<file path="config.mk">
export PLATFORM = sky130hd
export DESIGN_NAME = fetch_stage
export DESIGN_NICKNAME = d
export VERILOG_FILES = /design/src/rtl/fetch_stage.sv
export SDC_FILE = /design/constraint.sdc
export NUM_CORES = 1
export LEC_CHECK = 0
export CORE_MARGIN = 2
export CORE_UTILIZATION = 40
export CTS_CLUSTER_DIAMETER = 50
export DETAILED_ROUTE_END_ITERATION = 8
export HOLD_SLACK_MARGIN = 0.06
export PLACE_DENSITY = 0.73
export SLEW_MARGIN = 30
export SYNTH_ARGS = -nofsm -noshare
export SYNTH_HDL_FRONTEND = slang
export SYNTH_SLANG_ARGS = --single-unit
</file>
<file path="constraint.sdc">
create_clock -name clk -period 7.3 [get_ports clk]
set_clock_uncertainty 0.05 [all_clocks]
set_input_delay 2.19 -clock clk [delete_from_list [all_inputs] [get_ports clk]]
set_output_delay 2.19 -clock clk [all_outputs]
set_load 0.005 [all_outputs]
</file>
<file path="src/rtl/fetch_stage.sv">
// Instruction fetch stage: PC sequencing, stall hold of the fetched word, and branch redirect.
// Optional macro BRANCH_DELAY_SLOT_EN keeps the delay-slot instruction valid on a redirect.
module fetch_stage #(
   parameter logic [31:0] pc_init  = 32'h80020000,
   parameter logic [31:0] nop_word = 32'h00000000
) (
   input  logic        clk,
   input  logic        reset,
   input  logic        stall,
   input  logic        branch_taken,
   input  logic [31:0] branch_target,
   output logic [31:0] instr_addr,
   input  logic [31:0] instr_in,
   output logic [31:0] if_id_instr,
   output logic [31:0] if_id_pc,
   output logic        if_id_valid
);

   localparam int unsigned XLEN = 32;

`ifdef BRANCH_DELAY_SLOT_EN
   localparam logic REDIRECT_VALID = 1'b1;
`else
   localparam logic REDIRECT_VALID = 1'b0;
`endif

   typedef enum logic {
      ST_RUN  = 1'b0,
      ST_HOLD = 1'b1
   } state_t;

   state_t            r_state;
   state_t            w_state_nxt;
   logic [XLEN-1:0]   r_pc;
   logic [XLEN-1:0]   r_fetch_pc;
   logic              r_fetch_valid;
   logic [XLEN-1:0]   r_hold;
   logic [XLEN-1:0]   w_pc_nxt;
   logic [XLEN-1:0]   w_fetch_pc_nxt;
   logic              w_fetch_valid_nxt;
   logic [XLEN-1:0]   w_hold_nxt;
   logic [XLEN-1:0]   w_pc_inc;
   logic [XLEN-1:0]   w_target;

   // Wraps modulo 2^32 by construction; target is word-aligned by masking the low bits.
   assign w_pc_inc = r_pc + XLEN'(4);
   assign w_target = branch_target & ~XLEN'(3);

   // State register.
   always_ff @(posedge clk or posedge reset) begin
      if (reset) begin
         r_state       <= ST_RUN;
         r_pc          <= pc_init;
         r_fetch_pc    <= pc_init;
         r_fetch_valid <= 1'b0;
         r_hold        <= nop_word;
      end else begin
         r_state       <= w_state_nxt;
         r_pc          <= w_pc_nxt;
         r_fetch_pc    <= w_fetch_pc_nxt;
         r_fetch_valid <= w_fetch_valid_nxt;
         r_hold        <= w_hold_nxt;
      end
   end

   // Next-state logic; a redirect overrides any stall.
   always_comb begin
      w_state_nxt       = r_state;
      w_pc_nxt          = r_pc;
      w_fetch_pc_nxt    = r_fetch_pc;
      w_fetch_valid_nxt = r_fetch_valid;
      w_hold_nxt        = r_hold;

      if (branch_taken) begin
         w_state_nxt       = ST_RUN;
         w_pc_nxt          = w_target;
         w_fetch_pc_nxt    = r_pc;
         w_fetch_valid_nxt = REDIRECT_VALID;
      end else begin
         case (r_state)
            ST_RUN: begin
               if (stall) begin
                  w_hold_nxt  = instr_in;
                  w_state_nxt = ST_HOLD;
               end else begin
                  w_fetch_pc_nxt    = r_pc;
                  w_pc_nxt          = w_pc_inc;
                  w_fetch_valid_nxt = 1'b1;
               end
            end
            ST_HOLD: begin
               if (!stall) begin
                  w_fetch_pc_nxt    = r_pc;
                  w_pc_nxt          = w_pc_inc;
                  w_fetch_valid_nxt = 1'b1;
                  w_state_nxt       = ST_RUN;
               end
            end
            default: w_state_nxt = ST_RUN;
         endcase
      end
   end

   // Memory data passes straight through in RUN; HOLD replays the captured word.
   always_comb begin
      if (!r_fetch_valid) begin
         if_id_instr = nop_word;
      end else if (r_state == ST_HOLD) begin
         if_id_instr = r_hold;
      end else begin
         if_id_instr = instr_in;
      end
   end

   assign instr_addr  = r_pc;
   assign if_id_pc    = r_fetch_pc;
   assign if_id_valid = r_fetch_valid;

endmodule

</file>
Yosys cells after proc, flatten, opt, wreduce, memory -nomap -nowiden

Index checks and enable logic that the tools add are counted.

Word-level logic and storage cells: 20
Bits in registers: 98
Bits of input ports: 68
Output and inout bits: 97

Equal/unequal tests: 1
Muxes and demuxes: 10
Add/sub/neg operators: 1
Bitwise logic cells: 2
Reductions and logical operators: 1

Operators by type and width:

| kind                                           | number |
|---|---|
| two-way mux 32 bit                             | 6 |
| adder 32 x 3 -> 32 bit (second input constant) | 1 |
| two-way mux 1 bit                              | 4 |
| AND reduction 3 bit                            | 1 |
| != test 2 x 1 -> 1 bit (second input constant) | 1 |
| NOT 1 bit                                      | 2 |

Logic depth before layout (Yosys ltp)

Gate-level depths: netlist (run 1).

Depth after elaboration: 3
Gate-level depth with buffers: 7
Depth with buffers taken out: 5

Least setup slack after synthesis (run 1)

Ideal clock, no wire load.

Kind: input port to output port
From: input instr_in[10]
To: output if_id_instr[10]
Arrival: 2.357 ns
Slack: 2.703 ns
Stages: 2
Required time: 5.060 ns
Cells stage by stage: mux2i_1 -> nor2_1

Cells in the longest elaborated chain, start to end: 2

RTL lines:

| element            | line | source |
|---|---|---|
| start, declared    | 13   | `input logic [31:0] instr_in,` |
| two-way mux 32 bit | 108  | `end else if (r_state == ST_HOLD) begin` |
| two-way mux 32 bit | 106  | `if (!r_fetch_valid) begin` |
| end, declared      | 14   | `output logic [31:0] if_id_instr,` |

No other way between the ends.

Final worst setup path (run 1)

From: input instr_in[28]
To: output if_id_instr[28]

The elaborated chain is that of the path after synthesis.

==> impl_metrics.toml, run 1 <==
[floorplan]
die_x_um = 112
io_pins = 165
initial_utilization_pct = 40.8
dieHeight_um = 112
rows = 39
fp.coreArea_um2 = 11400
die-area_um2 = 12500

[logic_synthesis]
post_synth_main_area_contributors = "sky130_fd_sc_hd__dfrtp_1, sky130_fd_sc_hd__mux2_2, sky130_fd_sc_hd__mux2i_1"
ys_top_cells_by_count = "sky130_fd_sc_hd__dfrtp_1, sky130_fd_sc_hd__mux2_2, sky130_fd_sc_hd__nor2_1"
synthDistinctLibCells = 42
gate_count_post_synth = 421
ys_ff_latch = 94
synthesis.area_um2 = 4630
postSynth.asyncResetShare_pct = 100
netlist.area_leader.share_pct = 48.6
ys.flop_type = "sky130_fd_sc_hd__dfrtp_1"
synth_top_cell_by_area = "sky130_fd_sc_hd__dfrtp_1"
post_synth.cell_area_avg_um2 = 11.0
synth-edff-count = 0
synth.most_common_cell = "sky130_fd_sc_hd__dfrtp_1"
ys_warn_count = 0
synth_seq_area_share_pct = 50.9

[cells_and_area]
layout.nets = 634
flow.area_growth_from_synthesis_pct = 43.2
layout.core_utilization_pct = 58.3
fillerInstances = 966
final_cells = 713
share_of_layout_cells_above_drive_strength_1_pct = 16.1
antenna_cells = 0

[worst_setup_path]
path_max_fanout = 2
critical_path.most_common_cell = "sky130_fd_sc_hd__clkdlybuf4s50_1"
crit_path_start_kind = "primary input"
critical-path-max-stage-delay_ps = 540
critPathKind = "primary input to output pin"
reg2reg_slack_ps = 4800
cp.required_ps = 5060
rr_endpoint = "instr_addr[20]"
worstRegToRegCells = 5
worst_ep_arrival_time_ps = 3460
worst_setup_path_end_kind = "output pin"
critical-path-slowest-cell = "sky130_fd_sc_hd__clkdlybuf4s50_1"
worst_path_dominant_cell_family = "buffers and inverters"
timing.rr.start = "instr_addr[2]"
timing.critical_path.cells = "clkdlybuf4s50_1 > mux2i_1 > nor2_1 > clkdlybuf4s50_1"
cp.buffers_inverters = 2

[global_route]
grt-ovfl-total = 0
grt_first_pass_wirelength_um = 19700
grt_antenna_before_repair = 0
first_global_vias = 3878
grt_use_total_pct = 19.3
grt_start_max_net_pins = 49

[power_and_ir_drop]
power_frac_clock_pct = 34.6
p_leak_nw = 2.61
power.net_switching_w = 0.000360
internal_power_w = 0.00108
combinationalPowerShare_pct = 20.4
netSwitchingFraction_pct = 25.0
vdd_ir_drop_max_v = 0.000103
pwr_density_cell_nw_per_um2 = 217
share_seq_of_total_power_pct = 45.1

[timing]
setup_total_negative_slack_ps = 0
hold_slack_ps = 440
post-route-period-util_pct = 78.0
max_slew.worst_pin.slew_ps = 951
report.final.hold_viol_count = 0
slew-limit-headroom_pct = 36.6
setup_viol = 0
rsz0062_at_grt = "no"
slew_viol_final = 0
final_period_minus_worst_setup_slack_ps = 5700
max_freq_mhz = 176

[hold_path]
min-delay-start = "if_id_pc[25]"
worst_hold_endpoint = "if_id_pc[25]"
whs_path_depth = 2
worst_hold_path_type = "register to register"

[status]
outcome = "finished clean"

[cts]
clock_sinks = 94
cts.hold.buffers_added = 0
tritoncts = "built"
cts-htree-levels = 3
root_buffer = "sky130_fd_sc_hd__clkbuf_16"
cts_setup_buffers = 0
numCtsBuffers = 9
clkTransAtPathRegs_ps = 70
cts_buffer_depth = 2
worst_skew_pair.late_latency_ps = 340
postCtsResizedCells = 0

[placed_design]
port_buffers = 158
place_congestion = 0.788
hpwlAfterDp_um = 8260
dpl.cell_count = 696

[detailed_routing]
drc = 0
dr.pass1.iters = 5
totalWireLength_um = 11700
avgViaCountPerCell = 5.29
ant_nets = 0
route.vias.total = 3770
routed_wire_length_per_instance_um = 16.5
drt_iter0_drc = 226

[flow_run]
max_cap_viol_count = 0
cell type report:
| type | count | area, um^2 | share of cell area [%] |
|---|---|---|---|
| clock buffer | 10 | 229 | 3.45 |
| multi-input combinational | 291 | 2120 | 32.0 |
| tap | 143 | 179 | 2.70 |
| clock inverter | 6 | 86.3 | 1.30 |
| sequential | 94 | 2360 | 35.6 |
| inverter | 7 | 28.8 | 0.434 |
| timing repair buffer | 162 | 1630 | 24.6 |
power groups by stage:
| stage | registers (W) | clock network [W] | logic [W] |
|---|---|---|---|
| floorplan | 0.000645 | 0 | 0.000135 |
| global placement | 0.000654 | 0 | 0.000288 |
| detailed placement | 0.000659 | 0 | 0.000294 |
| CTS | 0.000650 | 0.000508 | 0.000296 |
| global route | 0.000661 | 0.000529 | 0.000319 |
| finish | 0.000649 | 0.000498 | 0.000293 |
cells in the final DEF, fill, tap and decap left out, drive strengths merged, types with 4 or more instances in the layout:
cell type        n
o21ai           19
mux2i           33
inv              7
buf              4
nand4            8
nor4             5
or4             11
mux2            58
nor2            47
xnor2            6
dfstp            4
and3             4
nand3           12
dfrtp           90
clkbuf          10
nand2           27
conb             4
o31ai           10
a31oi           14
xor2             7
clkdlybuf4s50  158
worst reg2reg max path: stages (launching register included):
cell and delay, ps:
sky130_fd_sc_hd__dfrtp_1 460, sky130_fd_sc_hd__ha_1 200, sky130_fd_sc_hd__nor2b_1 530, sky130_fd_sc_hd__nand3_1 420, sky130_fd_sc_hd__or4_1 590, sky130_fd_sc_hd__a31oi_1 180
worst max-delay path by stage:
stage / from / to / slack (ps) / cells after the start
after floorplan: reset / if_id_pc[10] / 2620 / 1
after global placement: instr_in[11] / if_id_instr[11] / 1660 / 4
after detailed placement: instr_in[28] / if_id_instr[28] / 1590 / 4
after CTS: instr_in[28] / if_id_instr[28] / 1590 / 4
after global routing: instr_in[28] / if_id_instr[28] / 1550 / 4
final: instr_in[28] / if_id_instr[28] / 1600 / 4
kinds of logic after synthesis:
logic type | count (synthesis) | synth area share [%]
muxes | 91 | 21.2
other | 1 | 0.0809
xor gates and xnor gates | 13 | 2.46
buffers and inverters | 39 | 3.81
DFF | 94 | 50.9
adders and majority gates | 1 | 0.270
and+or+nand+nor | 131 | 14.3
AOI/OAI and AO/OA | 51 | 6.97
state kept, by name, summed over array words and instances, names as in the netlist:
register	cells
if_id_pc	30
r_state	1
if_id_valid	1
instr_addr	30
r_hold	32
metal layers:
layer	global-route usage, %	up-vias	wire length, um
li1	-	1788	-
met1	26.1	1841	5320
met2	31.5	127	5580
met3	3.86	14	669
met4	6.09	0	170
met5	0	-	0
through the flow:
stage | instance area, um^2 | total power (W) | worst slack [ps]
detailed placement | 6290 | 0.000952 | 1590
floorplan | 4640 | 0.000780 | 2620
CTS | 6610 | 0.00145 | 1590
global placement | 6290 | 0.000942 | 1660
finish | 6630 | 0.00144 | 1600
global route | 6630 | 0.00151 | 1550
No activity file was read; power rests on OpenSTA's default activity.
==> run 2: changes to the inputs <==
==> constraint.sdc (replaced) <==
create_clock -name clk -period 5.7 [get_ports clk]
set_clock_uncertainty 0.05 [all_clocks]
set_input_delay 1.71 -clock clk [delete_from_list [all_inputs] [get_ports clk]]
set_output_delay 1.71 -clock clk [all_outputs]
set_load 0.005 [all_outputs]
==> impl_metrics.toml, run 2 (synthesis results as in run 1) <==
[status]
outcome = "finished clean"

[global_route]
grt_start_max_net_pins = 77
grt_antenna_before_repair = 0
grt-ovfl-total = 0
first_global_vias = 3797
grt_use_total_pct = 19.1
grt_first_pass_wirelength_um = 19400

[floorplan]
rows = 39
initial_utilization_pct = 40.8
fp.coreArea_um2 = 11400
dieHeight_um = 112
die_x_um = 112
io_pins = 165
die-area_um2 = 12500

[detailed_routing]
drc = 0
avgViaCountPerCell = 5.33
route.vias.total = 3807
routed_wire_length_per_instance_um = 16.6
ant_nets = 0
drt_iter0_drc = 156
totalWireLength_um = 11900
dr.pass1.iters = 4

[placed_design]
pre_cts_ws_ps = 1000
place_congestion = 0.799
hpwlAfterDp_um = 8280
post_dp_cell_area_um2 = 6310
dpl.cell_count = 698
port_buffers = 158

[power_and_ir_drop]
vdd_ir_drop_max_v = 0.000142
internal_power_w = 0.00138
power.net_switching_w = 0.000456
p_leak_nw = 2.61
share_seq_of_total_power_pct = 45.3
netSwitchingFraction_pct = 24.8
pwr_density_cell_nw_per_um2 = 277
combinationalPowerShare_pct = 20.4
power_frac_clock_pct = 34.3

[timing]
max_freq_mhz = 214
worst_slack_ps = 1030
setup_viol = 0
setup_total_negative_slack_ps = 0
max_slew.worst_pin.slew_ps = 708
rsz0062_at_grt = "no"
final_period_minus_worst_setup_slack_ps = 4670
slew_viol_final = 0
post-route-period-util_pct = 82.0
report.final.hold_viol_count = 0
slew-limit-headroom_pct = 52.4

[cts]
clkTransAtPathRegs_ps = 60
numCtsBuffers = 9
cts.hold.buffers_added = 0
postCtsResizedCells = 0
worst_skew_pair.late_latency_ps = 340
cts_setup_buffers = 0
cts_buffer_depth = 2
cts-htree-levels = 3
clock_sinks = 94
tritoncts = "built"
root_buffer = "sky130_fd_sc_hd__clkbuf_16"

[flow_run]
max_cap_viol_count = 0

[worst_setup_path]
worst_setup_path_end_kind = "output pin"
critical-path-slowest-cell = "sky130_fd_sc_hd__clkdlybuf4s50_1"
critPathKind = "primary input to output pin"
crit_path_start_kind = "primary input"
timing.critical_path.cells = "clkdlybuf4s50_1 > mux2i_1 > nor2_1 > clkdlybuf4s50_1"
critical-path-max-stage-delay_ps = 510
critical_path.most_common_cell = "sky130_fd_sc_hd__clkdlybuf4s50_1"
cp.required_ps = 3940
path_max_fanout = 2
worst_ep_arrival_time_ps = 2910

[cells_and_area]
antenna_cells = 0
mostFrequentLayoutCells = "sky130_fd_sc_hd__clkdlybuf4s50_1, sky130_fd_sc_hd__dfrtp_1, sky130_fd_sc_hd__mux2_2, sky130_fd_sc_hd__nor2_1, sky130_fd_sc_hd__mux2i_1"
largest-register = "r_hold"
multi_input_gate_area_um2 = 2120
fillerInstances = 971
largest_register_ffs = 32
layout.cells.most_common = "sky130_fd_sc_hd__clkdlybuf4s50_1"
flow.area_growth_from_synthesis_pct = 42.9
final_cells = 714
layout.nets = 635
stdcell_area_um2 = 6620
share_of_layout_cells_above_drive_strength_1_pct = 16.1
sequential_cell_area_um2 = 2360

[hold_path]
worst_hold_path_type = "register to register"
[run 2: metal layers]
layer	track usage, %	part of all wire [%]
met2	31.7	50
met4	6.17	1.3
met5	0	0
met1	25.5	44
met3	3.65	4.9
[run 2: power groups by stage]
stage | logic, W | clock network [W] | registers, W
after floorplan | 0.000173 | 0 | 0.000826
after detailed placement | 0.000377 | 0 | 0.000845
after global routing | 0.000407 | 0.000670 | 0.000845
after CTS | 0.000380 | 0.000643 | 0.000833
after global placement | 0.000370 | 0 | 0.000837
final | 0.000374 | 0.000630 | 0.000833
[run 2: final cells by class]
type	instances	share of cell area, %
Tap cell	143	2.70
Sequential cell	94	35.7
Multi-Input combinational cell	291	32.0
Clock buffer	11	3.52
Timing Repair Buffer	163	24.5
Clock inverter	5	1.13
Inverter	7	0.473
[run 2: critical path, delay by kind of cell]
| family | cells | cell delay [ps] |
|---|---|---|
| buf+inv | 2 | 990 |
| mux | 1 | 80 |
| simple gates | 1 | 130 |
[run 2: path summary, 6_finish.rpt]
kind                            depth (start not counted)     startpoint               to  slack, ps
worst max register to register                          4  instr_addr[8]   instr_addr[31]       3460
worst min-delay path                                    2   if_id_pc[16]     if_id_pc[16]        440
min in group asynchronous                               2          reset       r_hold[20]       1840
max in group asynchronous                               3          reset   instr_addr[30]       3020
worst min register to register                          2   if_id_pc[16]     if_id_pc[16]        440
worst max-delay path                                    4   instr_in[31]  if_id_instr[31]       1030
[run 2: metrics by stage]
step | hold WS, ps | utilization, % | power [W]
6_report | 437 | 58.2 | 0.00184
5_1_grt | 459 | 58.2 | 0.00192
4_1_cts | 443 | 58.2 | 0.00186
3_5_place_dp | 428 | 55.5 | 0.00122
3_3_place_gp | 423 | 55.5 | 0.00121
2_1_floorplan | 423 | - | 0.000999
